`config.mk`:
```
export PLATFORM = sky130hd
export DESIGN_NAME = fpu16_host_link
export DESIGN_NICKNAME = d
export VERILOG_FILES = /design/src/rtl/fpu16_host_link.sv
export SDC_FILE = /design/constraint.sdc
export NUM_CORES = 1
export LEC_CHECK = 0
export ABC_AREA = 0
export CAP_MARGIN = 20
export CORE_MARGIN = 1
export CORE_UTILIZATION = 30
export CTS_CLUSTER_DIAMETER = 120
export DETAILED_ROUTE_END_ITERATION = 16
export PLACE_DENSITY = 0.62
export RECOVER_POWER = 50
export SETUP_SLACK_MARGIN = 0.4
export SLEW_MARGIN = 30
export SYNTH_ARGS = -nofsm -noshare
export SYNTH_HDL_FRONTEND = slang
export SYNTH_SLANG_ARGS = --single-unit
```
`constraint.sdc`:
```
create_clock -name clock -period 6.7 [get_ports clock]
set_input_delay 1.675 -clock clock [delete_from_list [all_inputs] [get_ports clock]]
set_output_delay 1.675 -clock clock [all_outputs]
set_load 0.01 [all_outputs]
```
`src/rtl/fpu16_host_link.sv`:
```
// Host-side endpoint of the FPU chip's 10-bit pin link: serializes one operation
// into five request beats and collects the chip's two-beat result.
module fpu16_host_link #(
    parameter int GAP            = 0,
    parameter int TIMEOUT_CYCLES = 255
) (
    input  logic        clock,
    input  logic        reset,
    input  logic        req_valid,
    output logic        req_ready,
    input  logic [15:0] req_a,
    input  logic [15:0] req_b,
    input  logic [3:0]  req_op,
    output logic [9:0]  link_out,
    input  logic [9:0]  link_in,
    output logic        rsp_valid,
    input  logic        rsp_ready,
    output logic [15:0] rsp_data,
    output logic [1:0]  rsp_status,
    output logic        busy
);
    localparam int TW = (TIMEOUT_CYCLES > 0) ? $clog2(TIMEOUT_CYCLES + 1) : 1;
    localparam int GW = (GAP > 0) ? $clog2(GAP + 1) : 1;
    localparam logic [TW-1:0] TO_LIMIT   = TW'(TIMEOUT_CYCLES);
    localparam logic [GW-1:0] GAP_RELOAD = GW'(GAP);
    localparam logic [1:0] ST_OK      = 2'b00;
    localparam logic [1:0] ST_TIMEOUT = 2'b01;
    localparam logic [1:0] ST_FRAME   = 2'b10;

    typedef enum logic [2:0] {IDLE, SEND, WAIT_HI, WAIT_LO, HOLD} state_t;

    state_t        r_state;
    logic [15:0]   r_a;
    logic [15:0]   r_b;
    logic [3:0]    r_op;
    logic [2:0]    r_beatIdx;
    logic [GW-1:0] r_gapCnt;
    logic [TW-1:0] r_toCnt;
    logic [7:0]    r_hi;
    logic          r_inValid;
    logic          r_inLast;
    logic [7:0]    r_inData;
    logic          r_reqReady;
    logic          r_busy;
    logic          r_rspValid;
    logic [15:0]   r_rspData;
    logic [1:0]    r_rspStatus;
    logic [9:0]    r_linkOut;

    logic [7:0]    w_beatData;
    logic          w_waiting;
    logic          w_timedOut;

    assign req_ready  = r_reqReady;
    assign busy       = r_busy;
    assign rsp_valid  = r_rspValid;
    assign rsp_data   = r_rspData;
    assign rsp_status = r_rspStatus;
    assign link_out   = r_linkOut;

    assign w_waiting  = (r_state == WAIT_HI) || (r_state == WAIT_LO);
    assign w_timedOut = (TIMEOUT_CYCLES != 0) && (r_toCnt == TO_LIMIT);

    always_comb begin
        w_beatData = 8'h00;
        case (r_beatIdx)
            3'd0:    w_beatData = r_a[15:8];
            3'd1:    w_beatData = r_a[7:0];
            3'd2:    w_beatData = r_b[15:8];
            3'd3:    w_beatData = r_b[7:0];
            3'd4:    w_beatData = {4'b0000, r_op};
            default: w_beatData = 8'h00;
        endcase
    end

    // Response beats are registered first; only beats arriving while waiting are kept,
    // so anything the chip sends during SEND or HOLD never reaches the FSM.
    always_ff @(posedge clock or posedge reset) begin
        if (reset) begin
            r_inValid <= 1'b0;
            r_inLast  <= 1'b0;
            r_inData  <= 8'h00;
        end else begin
            r_inValid <= link_in[9] && w_waiting;
            r_inLast  <= link_in[8];
            r_inData  <= link_in[7:0];
        end
    end

    always_ff @(posedge clock or posedge reset) begin
        if (reset) begin
            r_state     <= IDLE;
            r_a         <= 16'h0000;
            r_b         <= 16'h0000;
            r_op        <= 4'h0;
            r_beatIdx   <= 3'd0;
            r_gapCnt    <= '0;
            r_toCnt     <= '0;
            r_hi        <= 8'h00;
            r_reqReady  <= 1'b0;
            r_busy      <= 1'b0;
            r_rspValid  <= 1'b0;
            r_rspData   <= 16'h0000;
            r_rspStatus <= 2'b00;
            r_linkOut   <= 10'h000;
        end else begin
            case (r_state)
                IDLE: begin
                    r_reqReady <= 1'b1;
                    if (req_valid && r_reqReady) begin
                        r_a        <= req_a;
                        r_b        <= req_b;
                        r_op       <= req_op;
                        r_beatIdx  <= 3'd0;
                        r_gapCnt   <= '0;
                        r_reqReady <= 1'b0;
                        r_busy     <= 1'b1;
                        r_state    <= SEND;
                    end
                end
                SEND: begin
                    if (r_gapCnt != '0) begin
                        r_linkOut <= 10'h000;
                        r_gapCnt  <= r_gapCnt - 1'b1;
                    end else if (r_beatIdx == 3'd5) begin
                        r_linkOut <= 10'h000;
                        r_toCnt   <= '0;
                        r_state   <= WAIT_HI;
                    end else begin
                        r_linkOut <= {1'b1, (r_beatIdx == 3'd4), w_beatData};
                        r_beatIdx <= r_beatIdx + 3'd1;
                        r_gapCnt  <= (r_beatIdx == 3'd4) ? '0 : GAP_RELOAD;
                    end
                end
                // Both wait states share the beat decode and timeout; the state only
                // decides whether a non-last beat is a valid high byte or a framing error.
                WAIT_HI, WAIT_LO: begin
                    if (r_inValid) begin
                        r_toCnt <= '0;
                        if ((r_state == WAIT_HI) && !r_inLast) begin
                            r_hi    <= r_inData;
                            r_state <= WAIT_LO;
                        end else begin
                            r_state    <= HOLD;
                            r_rspValid <= 1'b1;
                            if ((r_state == WAIT_LO) && r_inLast) begin
                                r_rspStatus <= ST_OK;
                                r_rspData   <= {r_hi, r_inData};
                            end else begin
                                r_rspStatus <= ST_FRAME;
                                r_rspData   <= 16'hFFFF;
                            end
                        end
                    end else if (w_timedOut) begin
                        r_state     <= HOLD;
                        r_rspValid  <= 1'b1;
                        r_rspStatus <= ST_TIMEOUT;
                        r_rspData   <= 16'hFFFF;
                    end else if (TIMEOUT_CYCLES != 0) begin
                        r_toCnt <= r_toCnt + 1'b1;
                    end
                end
                HOLD: begin
                    if (rsp_ready) begin
                        r_rspValid <= 1'b0;
                        r_reqReady <= 1'b1;
                        r_busy     <= 1'b0;
                        r_state    <= IDLE;
                    end
                end
                default: r_state <= IDLE;
            endcase
        end
    end
endmodule

```
# Word-level counts from Yosys, hierarchy flattened
# Index checks and enable logic that the tools add are counted.
# totals
ff_bits	100
latchBits	0
ram_bits	0
romBits	0
input_bits	50
memories	0
# op_classes
addsub	3
multipliers	0
div	0
n_lt_le_gt_ge	0
n_eq_ne	19
n_shift	0
mux	41
bitwise	0
reduce_logical	24
# ops
cell	n
two-way mux 16 bit	4
one-hot mux 8 bit (5 select lines)	1
two-way mux 8 bit	4
two-way mux 3 bit	10
two-way mux 10 bit	2
one-hot mux 8 bit (2 select lines)	1
== test 3 x 2 -> 1 bit (second input constant)	4
!= test 2 bit (second input constant)	6
one-hot mux 3 bit (4 select lines)	1
AND reduction 4 bit	3
nonzero test 2 bit	5
== test 3 bit (second input constant)	3
two-way mux 1 bit	9
!= test 3 bit (second input constant)	3
AND reduction 3 bit	3
adder 8 x 1 -> 8 bit (second input constant)	1
== test 8 bit (second input constant)	1
two-way mux 2 bit	4
one-hot mux 1 bit (2 select lines)	4
== test 3 x 1 -> 1 bit (second input constant)	2
logical NOT 3 bit	2
one-hot mux 3 bit (2 select lines)	1
AND reduction 2 bit	3
AND reduction 5 bit	1
6 further kinds	9

# Longest topological paths before layout
# Gate-level depths: netlist of run 1.
# logic_depth
ltp_word	5
depth_mapped	8
mapped_depth_nobuf	6

# Worst setup path after synthesis of run 1
# OpenSTA, ideal clock, no wires.
# synth_timing
path_kind	input-to-reg
from	input port req_valid
to	register r_a[15]
setup_time_ns	0.125
arrival_time_ns	2.601
required_ns	6.575
slack_ns	3.974
path_stages	4
path_cell_list	nand3b_1 nor3_1 buf_2 mux2_2
# synth_between
elab_chain_len	2
# synth_rtl
item	line_no	rtl
start: declaration	9	input logic req_valid,
logical AND 1 bit	110	if (req_valid && r_reqReady) begin
AND reduction 2 bit (no source line)	-	
end signal: assignment	111	r_a <= req_a;
end: declaration	33	logic [15:0] r_a;
# No other way between the ends.
# A chain may end at the register's enable or synchronous reset.

# Worst setup path after layout of run 1
# layout_timing
from	input port req_valid
to	register r_beatIdx[0]
# layout_between
elab_chain_len	3
# layout_rtl
item	line_no	rtl
logical AND 1 bit	110	
!= test 2 bit (no source line)	-	
AND reduction 4 bit (no source line)	-	
end signal: assignment	131	r_beatIdx <= r_beatIdx + 3'd1;
end: declaration	36	logic [2:0] r_beatIdx;
# No other way between the ends.

==> results.sh, run 1 <==
export IMPL_status="finished with violations"
export IMPL_violations="capacitance limit, slew limit"
export IMPL_cp_required_ns=6.93
export IMPL_cts_root_buf="clkbuf_16"
export IMPL_ff_latch_area_sq_um=2480
export IMPL_netlist_instances=314
export IMPL_crit_fanout=40
export IMPL_cts_resized=0
export IMPL_rr_startpoint="r_state[2]$_DFFE_PP0P_"
export IMPL_cts_tree="yes"
export IMPL_synth_avg_cell_area_sq_um=13.2
export IMPL_netlist_area_sq_um=4160
export IMPL_ant_nets=0
export IMPL_wl_per_cell_um=16.2
export IMPL_synth_edf_count=0
export IMPL_p_leak_nw=2.22
export IMPL_fin_nets=448
export IMPL_finalSetupTns_ns=0
export IMPL_numPortBuffers=80
export IMPL_rsz0062_at_grt="no"
export IMPL_pre_cts_ws_ns=3.29
export IMPL_min_period_ns=4.30
export IMPL_cts_sinks=99
export IMPL_ios=81
export IMPL_grt_pass1_wl_um=15300
export IMPL_slew_violations=79
export IMPL_ys_seq_area_frac=0.596
export IMPL_clk_pin_slew_ns=0.07
export IMPL_core_sq_um=13400
export IMPL_crit_chain="dlygate4sd3_1 > nand3b_1 > nor3_1 > clkbuf_1 > nor2_1 > mux2_2"
export IMPL_layout_common_cells="dfrtp_1, clkdlybuf4s50_1, mux2_2"
export IMPL_hpwl_um=6360
export IMPL_sw_frac_of_total=0.321
export IMPL_multiInputGateArea_sq_um=1560
export IMPL_fill_cells=1294
export IMPL_fmax_mhz=233
export IMPL_start_util=0.310
export IMPL_endpoint_kind="flop"
export IMPL_grt_max_degree=64
export IMPL_antenna_cells=0
export IMPL_critPathArrivalTime_ns=4.53
export IMPL_min_from="rsp_data[10]$_DFFE_PP0P_"
export IMPL_wl_um=9290
export IMPL_p_sw_mw=0.756
export IMPL_vias=2872
export IMPL_p_int_mw=1.60
export IMPL_power_density_nw_per_um2=434
export IMPL_slowest_stage="clkbuf_1"
export IMPL_rows=42
export IMPL_tightest_slew_ns=2.06
export IMPL_final_common_cell="dfrtp_1"
export IMPL_die_x_um=120
export IMPL_area_delta_synth_final_pct=30.6
export IMPL_hold_path_class="reg2reg"
export IMPL_clkPwrFrac=0.240
export IMPL_yosysWarnings=0
export IMPL_holdPathStages=1
export IMPL_drc=0
export IMPL_synth_main_ff_cell="dfrtp_1"
export IMPL_postCtsSetupBuffers=0
export IMPL_ys_top_cells_by_area="dfrtp_1, mux2_2, o22a_2"
export IMPL_drt_first_pass_iters=4
export IMPL_vdd_ir_drop_max_mv=0.162
export IMPL_holdBufCountCts=0
export IMPL_ys_types=50
export IMPL_synth_top_area_frac=0.596
export IMPL_gp_congestion=0.791
export IMPL_drtIter0Drc=184
export IMPL_cts_buffers=9
export IMPL_grtUsageTotal=0.140
export IMPL_clockBufferDepth=2
export IMPL_synth_nets=371
export IMPL_rr_worst_depth=5
export IMPL_synth_top_cell_by_area="dfrtp_1"
export IMPL_drive_gt1_frac=0.207
export IMPL_hold_viol=0
export IMPL_viasPerCell=5.02
export IMPL_die_h_um=120
export IMPL_dieArea_sq_um=14300
export IMPL_timing_rr_end="r_beatIdx[0]$_DFFE_PP0P_"
export IMPL_cts_htree_levels=3
export IMPL_finalClockSkew_ns=0.0100
export IMPL_grt_overflow=0
export IMPL_max_stage_delay_ns=1.49
export IMPL_r2r_slack_ns=3.55
export IMPL_whs_ns=0.485
export IMPL_drv_cap=2
export IMPL_share_seq_of_total_power=0.421
export IMPL_grt_pass1_vias=2923
export IMPL_antenna_found_initial=0
export IMPL_finalSetupViolCount=0
export IMPL_worst_slack_ns=2.40
export IMPL_crit_type="in2reg"
export IMPL_p_comb_frac=0.339
export IMPL_synthArstFlopShare=1.00
export IMPL_cp_start_kind="primary input"
export IMPL_synth_seq_cells=99
export IMPL_finalCritPeriodShare=0.641
export IMPL_hold_end="rsp_data[10]$_DFFE_PP0P_"
export IMPL_relSlewSlack=-0.374
export IMPL_clock_latency_ns=0.35
logic make-up (layout without fill, tap and decap cells):
| kind of cell | count (synthesis) | count (layout) | synth area share |
|---|---|---|---|
| flops | 99 | 99 | 0.596 |
| compound gates | 87 | 87 | 0.162 |
| simple gates | 51 | 51 | 0.0698 |
| mux | 46 | 46 | 0.125 |
| buf+inv | 24 | 106 | 0.0262 |
| fa+ha+maj | 7 | 7 | 0.0211 |
synth_stat cells (2+ instances only):
library cell,number
nand2_1,10
a32o_1,4
a211oi_1,2
and3_1,3
a21o_1,3
a311oi_1,2
nand2b_1,2
a22oi_1,4
a41oi_1,2
nand3_1,2
a222oi_1,4
mux2_2,46
a22o_1,9
nand3b_1,2
a21oi_1,10
o31ai_1,2
nand4_1,4
nor2_1,12
ha_1,7
buf_2,6
o22a_2,9
nor3_1,3
nor2b_1,2
clkbuf_1,8
dfrtp_1,99
o22a_1,8
a31o_2,5
o21ai_0,16
inv_1,7
power groups by stage:
stage / combinational [mW] / sequential, mW / clock (mW)
6_report: 0.799 / 0.992 / 0.566
3_5_place_dp: 0.834 / 1.01 / 0
5_1_grt: 0.885 / 1.03 / 0.607
2_1_floorplan: 0.540 / 0.973 / 0
4_1_cts: 0.836 / 0.998 / 0.583
3_3_place_gp: 0.804 / 0.998 / 0
flip-flops by register name, indices dropped and copies added (netlist names):
name and flops:
busy 1, rsp_data 16, r_hi 8, r_inLast 1, rsp_status 2, r_beatIdx 3
link_out 10, r_inValid 1, r_a 16, r_b 16, r_inData 8, r_toCnt 8
r_state 3, req_ready 1, rsp_valid 1, r_op 4
cell type report:
cell class,instances,share of cell area
clock buffer,10,0.0422
clock inverter,6,0.0180
inverter,8,0.00576
multi-input combinational,191,0.287
sequential,99,0.457
tap,176,0.0406
timing repair buffer,82,0.150
routing by layer:
layer	vias up	global-route usage	routed length [um]
met5	-	0	0
met4	0	0.0461	92
met3	8	0.0456	533
met2	91	0.212	4320
met1	1433	0.188	4340
li1	1340	-	-
critical path, delay by kind of cell:
family	cells	cell delay, ns
and+or+nand+nor	3	0.45
muxes	1	0.35
buffers and inverters	2	2.02
worst max path at each step:
stage / startpoint / to / slack, ns
finish: req_valid / r_beatIdx[0]$_DFFE_PP0P_ / 2.40
global route: req_valid / r_beatIdx[0]$_DFFE_PP0P_ / 2.14
CTS: req_valid / r_beatIdx[0]$_DFFE_PP0P_ / 3.66
detailed placement: req_valid / r_beatIdx[0]$_DFFE_PP0P_ / 3.29
global placement: req_valid / r_b[8]$_DFFE_PP0P_ / 3.33
floorplan: reset / busy$_DFFE_PP0P_ / 2.43
through the flow:
stage               utilization  power, mW  cells  area (sq um)
global route              0.405       2.52    572          5430
CTS                       0.407       2.42    572          5450
global placement          0.382       1.80    556          5120
finish                    0.405       2.36    572          5430
detailed placement        0.382       1.84    556          5120
floorplan                     -       1.51    314          4160
No activity file was read; power rests on OpenSTA's default activity.
==> run 2: changes to the inputs <==
Clock period 6.7 ns to 4.5 ns, I/O delays scaled along.
==> run 2 against run 1 <==
Global-route usage up 0.45 points. Critical endpoint is now rsp_valid$_DFFE_PP0P_. Wire length down 0.46%. Die area stayed put. The run now ends clean. Total power is 49% higher.
==> results.sh, run 2 (synthesis gave the netlist of run 1 again) <==
export IMPL_vias=2829
export IMPL_share_seq_of_total_power=0.424
export IMPL_gp_congestion=0.806
export IMPL_die_x_um=120
export IMPL_crit_chain="dlygate4sd3_1 > clkinvlp_2 > clkbuf_2"
export IMPL_grt_pass1_vias=3004
export IMPL_cts_buffers=9
export IMPL_grt_pass1_wl_um=15700
export IMPL_endpoint_kind="asynchronous set/reset pin"
export IMPL_rr_startpoint="r_beatIdx[1]$_DFFE_PP0P_"
export IMPL_worst_slack_ns=1.60
export IMPL_p_comb_frac=0.343
export IMPL_p_sw_mw=1.12
export IMPL_final_core_util=0.405
export IMPL_die_h_um=120
export IMPL_finalClockSkew_ns=0.0105
export IMPL_hold_path_class="reg2reg"
export IMPL_clkPwrFrac=0.233
export IMPL_pre_cts_ws_ns=1.63
export IMPL_holdPathStages=1
export IMPL_finalSetupTns_ns=0
export IMPL_timing_rr_end="r_toCnt[7]$_DFFE_PP0P_"
export IMPL_whs_ns=0.487
export IMPL_grtUsageTotal=0.144
export IMPL_vdd_ir_drop_max_mv=0.257
export IMPL_hpwl_um=6310
export IMPL_core_sq_um=13400
export IMPL_drc=0
export IMPL_slew_violations=0
export IMPL_drtIter0Drc=141
export IMPL_status="finished clean"
export IMPL_postCtsSetupBuffers=0
export IMPL_cts_root_buf="clkbuf_16"
export IMPL_cp_start_kind="primary input"
export IMPL_power_density_nw_per_um2=647
export IMPL_slowest_stage="clkbuf_2"
export IMPL_fin_total_pwr_mw=3.51
export IMPL_finalSetupViolCount=0
export IMPL_relSlewSlack=0.196
export IMPL_clock_latency_ns=0.35
export IMPL_r2r_slack_ns=2.21
export IMPL_postLayoutCellArea_sq_um=5420
export IMPL_layout_common_cells="dfrtp_1, clkdlybuf4s50_1, mux2_2"
export IMPL_cts_htree_levels=3
export IMPL_fmax_mhz=345
export IMPL_antenna_found_initial=0
export IMPL_fin_nets=449
export IMPL_p_leak_nw=2.23
export IMPL_drv_cap=0
export IMPL_dp_cells=557
export IMPL_rsz0062_at_grt="no"
export IMPL_numPortBuffers=80
export IMPL_dieArea_sq_um=14300
export IMPL_start_util=0.310
export IMPL_ant_nets=0
export IMPL_grt_max_degree=41
export IMPL_wl_per_cell_um=16.2
export IMPL_max_stage_delay_ns=0.84
export IMPL_critPathArrivalTime_ns=3.25
export IMPL_crit_fanout=37
export IMPL_finalCritPeriodShare=0.644
export IMPL_min_period_ns=2.90
export IMPL_hold_end="rsp_data[2]$_DFFE_PP0P_"
export IMPL_cts_resized=0
export IMPL_area_delta_synth_final_pct=30.4
export IMPL_cp_required_ns=4.85
export IMPL_clk_pin_slew_ns=0.06
export IMPL_cts_sinks=99
export IMPL_wl_um=9240
export IMPL_min_from="rsp_data[2]$_DFFE_PP0P_"
export IMPL_drt_first_pass_iters=6
export IMPL_ios=81
export IMPL_crit_type="in2async"
export IMPL_final_common_cell="dfrtp_1"
export IMPL_grt_overflow=0
export IMPL_placed_area_sq_um=5130
export IMPL_holdBufCountCts=0
export IMPL_viasPerCell=4.95
export IMPL_clockBufferDepth=2
export IMPL_rr_worst_depth=6
export IMPL_p_int_mw=2.39
export IMPL_sw_frac_of_total=0.318
export IMPL_hold_viol=0
export IMPL_cts_tree="yes"
export IMPL_rows=42
export IMPL_tightest_slew_ns=1.20
export IMPL_fin_cells=571
export IMPL_antenna_cells=0
export IMPL_drive_gt1_frac=0.213
==> run 2: cell count changes in the layout (fill, tap and decap cells not counted), sizes merged <==
cell,change
clkinvlp,+1
clkdlybuf4s50,+19
clkinv,-2
dlygate4sd3,-19
==> run 2: area by class of cell <==
cell class	count	area (sq um)
inverter	8	31.3
clock buffer	9	225
multi-input combinational	191	1560
tap	176	220
sequential	99	2480
timing repair buffer	83	818
fill	1327	7980
clock inverter	5	85.1
==> run 2: power groups by stage <==
stage               clock [mW]  combinational, mW  sequential, mW
floorplan                    0              0.803            1.45
global placement             0               1.20            1.49
detailed placement           0               1.23            1.50
CTS                      0.847               1.24            1.49
global route             0.879               1.34            1.54
finish                   0.818               1.20            1.49
==> run 2: routing by layer <==
metal | part of all wire | track usage | up-vias
met5 | 0 | 0 | -
met4 | 0.012 | 0.0500 | 0
met3 | 0.055 | 0.0537 | 9
met2 | 0.47 | 0.224 | 77
met1 | 0.46 | 0.184 | 1407
li1 | - | - | 1336
==> run 2: critical path, delay by kind of cell <==
kind / cells / cell delay (ns)
buffers and inverters: 3 / 2.11
==> run 2: worst max-delay path by stage <==
stage / start / to / cells after the start
global placement: req_valid / r_b[8]$_DFFE_PP0P_ / 5
global route: reset / r_toCnt[7]$_DFFE_PP0P_ / 3
CTS: req_valid / r_beatIdx[0]$_DFFE_PP0P_ / 6
finish: reset / rsp_valid$_DFFE_PP0P_ / 3
floorplan: reset / busy$_DFFE_PP0P_ / 1
detailed placement: req_valid / r_beatIdx[0]$_DFFE_PP0P_ / 6
